[src/rtl/sequenciador_pkg.sv]
// Shared state encodings and default timing constants for the display
// sequencer and the game control unit.
package sequenciador_pkg;

  typedef enum logic [2:0] {
    OCIOSO  = 3'd0,
    CARREGA = 3'd1,
    ACESO   = 3'd2,
    APAGADO = 3'd3,
    PROXIMO = 3'd4,
    FIM     = 3'd5
  } estado_t;

  localparam int unsigned T_ACESO_LENTO_PADRAO  = 500;
  localparam int unsigned T_ACESO_RAPIDO_PADRAO = 250;
  localparam int unsigned T_INTERVALO_PADRAO    = 250;

  // Terminal count for a phase lasting n cycles (count runs 0..n-1).
  function automatic logic [15:0] limite_ciclos(input int unsigned n);
    return (n == 0) ? '0 : 16'(n - 1);
  endfunction

endpackage

[src/rtl/contador_tempo.sv]
// 16-bit phase timer: synchronous clear over enable, with a terminal
// compare against an externally selected limit.
module contador_tempo (
  input  logic        clock,
  input  logic        reset,
  input  logic        clear,
  input  logic        enable,
  input  logic [15:0] limite,
  output logic [15:0] contagem,
  output logic        fim
);

  always_ff @(posedge clock or posedge reset) begin
    if (reset)       contagem <= '0;
    else if (clear)  contagem <= '0;
    else if (enable) contagem <= contagem + 16'd1;
  end

  assign fim = (contagem == limite);

endmodule

[src/rtl/sequenciador_exibicao.sv]
// Plays back a stored sequence on one-hot LEDs: each element is fetched,
// shown for the selected on-time, then blanked for a fixed gap.
module sequenciador_exibicao
  import sequenciador_pkg::*;
#(
  parameter int unsigned T_ACESO_LENTO  = T_ACESO_LENTO_PADRAO,
  parameter int unsigned T_ACESO_RAPIDO = T_ACESO_RAPIDO_PADRAO,
  parameter int unsigned T_INTERVALO    = T_INTERVALO_PADRAO
) (
  input  logic       clock,
  input  logic       reset,
  input  logic       iniciar,
  input  logic [3:0] rodada,
  input  logic       nivel_tempo,
  input  logic       pausa,
  input  logic [3:0] dado_mem,
  output logic [3:0] endereco,
  output logic [3:0] leds,
  output logic       toca,
  output logic       ocupado,
  output logic       pronto,
  output logic [2:0] db_estado
);

  localparam logic [15:0] LIM_LENTO     = limite_ciclos(T_ACESO_LENTO);
  localparam logic [15:0] LIM_RAPIDO    = limite_ciclos(T_ACESO_RAPIDO);
  localparam logic [15:0] LIM_INTERVALO = limite_ciclos(T_INTERVALO);

  estado_t     estado, proximo;
  logic [3:0]  rodada_reg;
  logic        nivel_reg;
  logic [3:0]  exibicao;
  logic [15:0] limite;
  logic [15:0] contagem;
  logic        limpa, conta, fim_tempo;

  contador_tempo u_contador_tempo (
    .clock    (clock),
    .reset    (reset),
    .clear    (limpa),
    .enable   (conta),
    .limite   (limite),
    .contagem (contagem),
    .fim      (fim_tempo)
  );

  always_ff @(posedge clock or posedge reset) begin
    if (reset) estado <= OCIOSO;
    else       estado <= proximo;
  end

  // Pausa only gates the two timed phases; all other states are single-cycle.
  always_comb begin
    proximo = estado;
    limpa   = 1'b0;
    conta   = 1'b0;
    limite  = '0;
    case (estado)
      OCIOSO:  if (iniciar) proximo = CARREGA;
      CARREGA: begin
        limpa   = 1'b1;
        proximo = ACESO;
      end
      ACESO: begin
        limite = nivel_reg ? LIM_RAPIDO : LIM_LENTO;
        if (!pausa) begin
          if (fim_tempo) begin
            limpa   = 1'b1;
            proximo = APAGADO;
          end else begin
            conta = 1'b1;
          end
        end
      end
      APAGADO: begin
        limite = LIM_INTERVALO;
        if (!pausa) begin
          if (fim_tempo) begin
            limpa   = 1'b1;
            proximo = (endereco == rodada_reg) ? FIM : PROXIMO;
          end else begin
            conta = 1'b1;
          end
        end
      end
      PROXIMO: proximo = CARREGA;
      FIM:     proximo = OCIOSO;
      default: proximo = OCIOSO;
    endcase
  end

  always_ff @(posedge clock or posedge reset) begin
    if (reset) begin
      endereco   <= '0;
      rodada_reg <= '0;
      nivel_reg  <= 1'b0;
      exibicao   <= '0;
    end else begin
      case (estado)
        OCIOSO: if (iniciar) begin
          rodada_reg <= rodada;
          nivel_reg  <= nivel_tempo;
          endereco   <= '0;
        end
        CARREGA: exibicao <= dado_mem;
        PROXIMO: endereco <= endereco + 4'd1;
        default: ;
      endcase
    end
  end

  assign leds      = (estado == ACESO) ? exibicao : '0;
  assign toca      = |leds;
  assign ocupado   = (estado != OCIOSO);
  assign pronto    = (estado == FIM);
  assign db_estado = estado;

endmodule
[config.mk]
export PLATFORM = sky130hd
export DESIGN_NAME = sequenciador_exibicao
export DESIGN_NICKNAME = d
export VERILOG_FILES = /design/src/rtl/sequenciador_pkg.sv /design/src/rtl/contador_tempo.sv /design/src/rtl/sequenciador_exibicao.sv
export SDC_FILE = /design/constraint.sdc
export NUM_CORES = 1
export LEC_CHECK = 0
export ABC_AREA = 1
export CAP_MARGIN = 10
export CORE_UTILIZATION = 50
export DETAILED_ROUTE_END_ITERATION = 6
export PLACE_DENSITY = 0.84
export REMOVE_ABC_BUFFERS = 1
export SLEW_MARGIN = 20
export SYNTH_ARGS = -nofsm -noshare
export SYNTH_HDL_FRONTEND = slang
export SYNTH_HIERARCHICAL = 1
export SYNTH_SLANG_ARGS = --single-unit
export TNS_END_PERCENT = 5
[constraint.sdc]
create_clock -name clock -period 2.25 [get_ports clock]
set_input_delay 0.5625 -clock clock [delete_from_list [all_inputs] [get_ports clock]]
set_output_delay 0.5625 -clock clock [all_outputs]
set_load 0.1 [all_outputs]
==> qor.csv <==
metric,value,unit
antenna_cells,0,
wl,4930,um
firstDrtPassIters,4,
start_kind,flop,
end_kind,flop,
clkLatencyLatePin,0.29,ns
crit_path_end,u_contador_tempo/contagem[14]$_DFFE_PP0P_,
wirelength_met1,2100,um
drive_gt1_share,25.1,%
die_h,66.4,um
placeableCoreArea,4000,sq um
power_density,1390,nW/um^2
antenna_found_initial,0,
top_layer_used,met4,
worstPathRequired,2.47,ns
final_area,2830,sq um
multiInputGateArea,1230,sq um
start_util,51.8,%
p_total,0.00393,W
finalHoldViolations,0,
reg2reg_slack,0.001,ns
ir_drop,0.622,mV
fp.dieW,66.4,um
cts_tree,yes,
outcome,finished clean,
rows,23,
drtIter0Drc,86,
clkSinkCount,32,
drtAntennaViolNets,0,
drv_slew,0,
synth_seq_cells,32,
wl_met3,216,um
rsz0062_at_grt,true,
dp.cells,381,
grt-ovfl-total,0,
syn_to_final_growth,36.3,%
slew_headroom,58.2,%
cp_data_arrival_time,2.47,ns
final_cells,392,
synth_top_area_share,38.6,%
seq_area_frac_synth,38.6,%
top_register,u_contador_tempo/contagem,
cts_buffers,5,
final-seq-area,802,sq um
place_congestion,0.874,
yosysTopAreaCell,dfrtp_1,
cts.clk_slew.worst_paths,0.07,ns
worst_slew_pin_slew,0.626,ns
setup_violations,0,
drc,0,
largest_reg_flops,16,
postSynthAreaPerCell,7.38,sq um
grt_pass1_wl,7760,um
leakage,1.37,nW
path_cells,inv_1 > nand2_4 > nor2_4 > xnor2_2 > nand2_1 > nor2_1 > nand2_1 > nor2_4 > nand3_2 > nand2_4 > nor2_4 > nor2_4 > nand3b_1 > nor2_1 > nor2_1 > nor2_1,
netlist_area,2070,sq um
dpl_cell_area,2610,sq um
layout.nets,356,
reg2reg_from,db_estado[0]$_DFFE_PP0P_,
dieArea,4410,sq um
avgViaCountPerCell,4.95,
dp_hpwl,3530,um
maxCapViolations,0,
clock_skew,0.0111,ns
startpoint,db_estado[0]$_DFFE_PP0P_,
fillers,301,
fin_crit_sh,100,%
fin_util,70.7,%
portBuffers,26,
ff2ff_path_depth,16,
hp-class,reg2reg,
dr_wl_met2,2530,um
ys_warn_count,6,
fin_crit,2.25,ns
cp_slowest_stage_delay,0.39,ns
grt_pass1_vias,1815,
critPathSlowestCell,dfrtp_1,
track_usage,23.9,%
cts-root-buf,clkbuf_8,
grt_max_degree,17,
worstPathMaxFanout,5,
htree_levels,2,
synthCells,281,
synth_area_leaders,"dfrtp_1 (39%), nand2_1 (12%), nor2_1 (7.8%)",
critPathKind,reg2reg,
r2r-end,u_contador_tempo/contagem[14]$_DFFE_PP0P_,
max_freq,0.445,GHz
hold_ws,0.534,ns
max-clock-path-buffers,2,
num_io_pins,27,
yosysUniqueCellTypes,32,
dr_total_vias,1940,
wl_per_cell,12.6,um
cell type report:
cell class	instances	share of cell area [%]
clock buffers	6	2.57
multi-input cells	216	43.6
repair buffers	44	16.4
well taps	50	2.21
clock inverters	2	1.24
flip-flops and latches	32	28.4
inverters	42	5.58
through the flow:
| step | worst slack (ns) | TNS (ns) |
|---|---|---|
| after detailed placement | -0.0749 | -0.392 |
| after CTS | 0.0130 | 0 |
| final | 0.00101 | 0 |
| after global routing | -0.173 | -1.46 |
| after global placement | 0.00874 | 0 |
| after floorplan | -1.68 | -21.91 |
report_power, final:
group	total [W]	internal, W	switching, W
Combinational	0.00248	0.000860	0.00162
Sequential	0.000897	0.000735	0.000162
Clock	0.000556	0.000329	0.000227
Total	0.00393	0.00192	0.00201
critical path: cells and delay by family (launching register included):
kind	cells	cell delay, ns
XOR/XNOR	1	0.12
AND/OR/NAND/NOR	14	1.48
flip-flops	1	0.39
buffers and inverters	1	0.19
cell usage in the layout, fill, tap and decap left out, types with 2 or more instances in the layout:
| cell type | count |
|---|---|
| nor3_1 | 2 |
| clkdlybuf4s50_1 | 12 |
| or2_2 | 2 |
| o21ai_0 | 5 |
| inv_2 | 6 |
| buf_12 | 8 |
| nand3_2 | 3 |
| a21oi_1 | 15 |
| a211oi_1 | 2 |
| dfrtp_1 | 31 |
| clkbuf_8 | 5 |
| o21ai_1 | 5 |
| ha_1 | 2 |
| xnor2_2 | 2 |
| nor2_1 | 40 |
| inv_1 | 36 |
| nand2_2 | 5 |
| nand2_4 | 5 |
| nand2_1 | 63 |
| conb_1 | 11 |
| nand4_1 | 3 |
| buf_4 | 23 |
| nor2_4 | 10 |
| nand3_1 | 12 |
| nor2_2 | 5 |
| xnor2_1 | 12 |
per-layer routing:
layer	vias to the layer above	global-route usage, %
met3	10	4.66
met2	47	41.6
met1	898	28.2
met5	-	0
met4	0	10.6
li1	985	-
synthesized netlist by cell type, drive strengths merged:
master / n
nand2: 73
nor2: 56
inv: 42
dfrtp: 32
a21oi: 16
nand3: 16
xnor2: 14
o21ai: 11
nor3: 4
nand4: 3
a211oi: 2
ha: 2
or2: 2
a31oi: 1
a41oi: 1
buf: 1
conb: 1
mux2: 1
nand3b: 1
o21bai: 1
xor2: 1
worst min path at each step:
stage	startpoint	to	slack [ns]	depth (start not counted)
floorplan	reset	db_estado[0]$_DFFE_PP0P_	0.48	1
global placement	exibicao[2]$_DFFE_PP0P_	exibicao[2]$_DFFE_PP0P_	0.51	2
detailed placement	exibicao[2]$_DFFE_PP0P_	exibicao[2]$_DFFE_PP0P_	0.52	2
CTS	exibicao[2]$_DFFE_PP0P_	exibicao[2]$_DFFE_PP0P_	0.54	2
global route	exibicao[2]$_DFFE_PP0P_	exibicao[2]$_DFFE_PP0P_	0.56	2
finish	exibicao[0]$_DFFE_PP0P_	exibicao[0]$_DFFE_PP0P_	0.53	2
cells by family (layout without fill, tap and decap cells):
kind of cell               Yosys count  after routing  share of synthesized area, %
and+or+nand+nor                    155            155                          36.4
buffers and inverters               43             94                          7.85
AOI/OAI and AO/OA                   32             32                          8.69
DFF                                 32             32                          38.6
xor gates and xnor gates            15             15                          6.34
adders and majority gates            2              2                          1.21
other                                1             11                         0.181
muxes                                1              1                         0.724
what timing repair did:
action / in CTS / in global routing
setup buffers: 1 / 3
resized for setup: 3 / 20
endpoints found under the setup margin: 13 / 15
pin swaps: 0 / 16
gates cloned: 0 / 0
hold buffers: 0 / 0
Power figures use the tool's default switching activity.
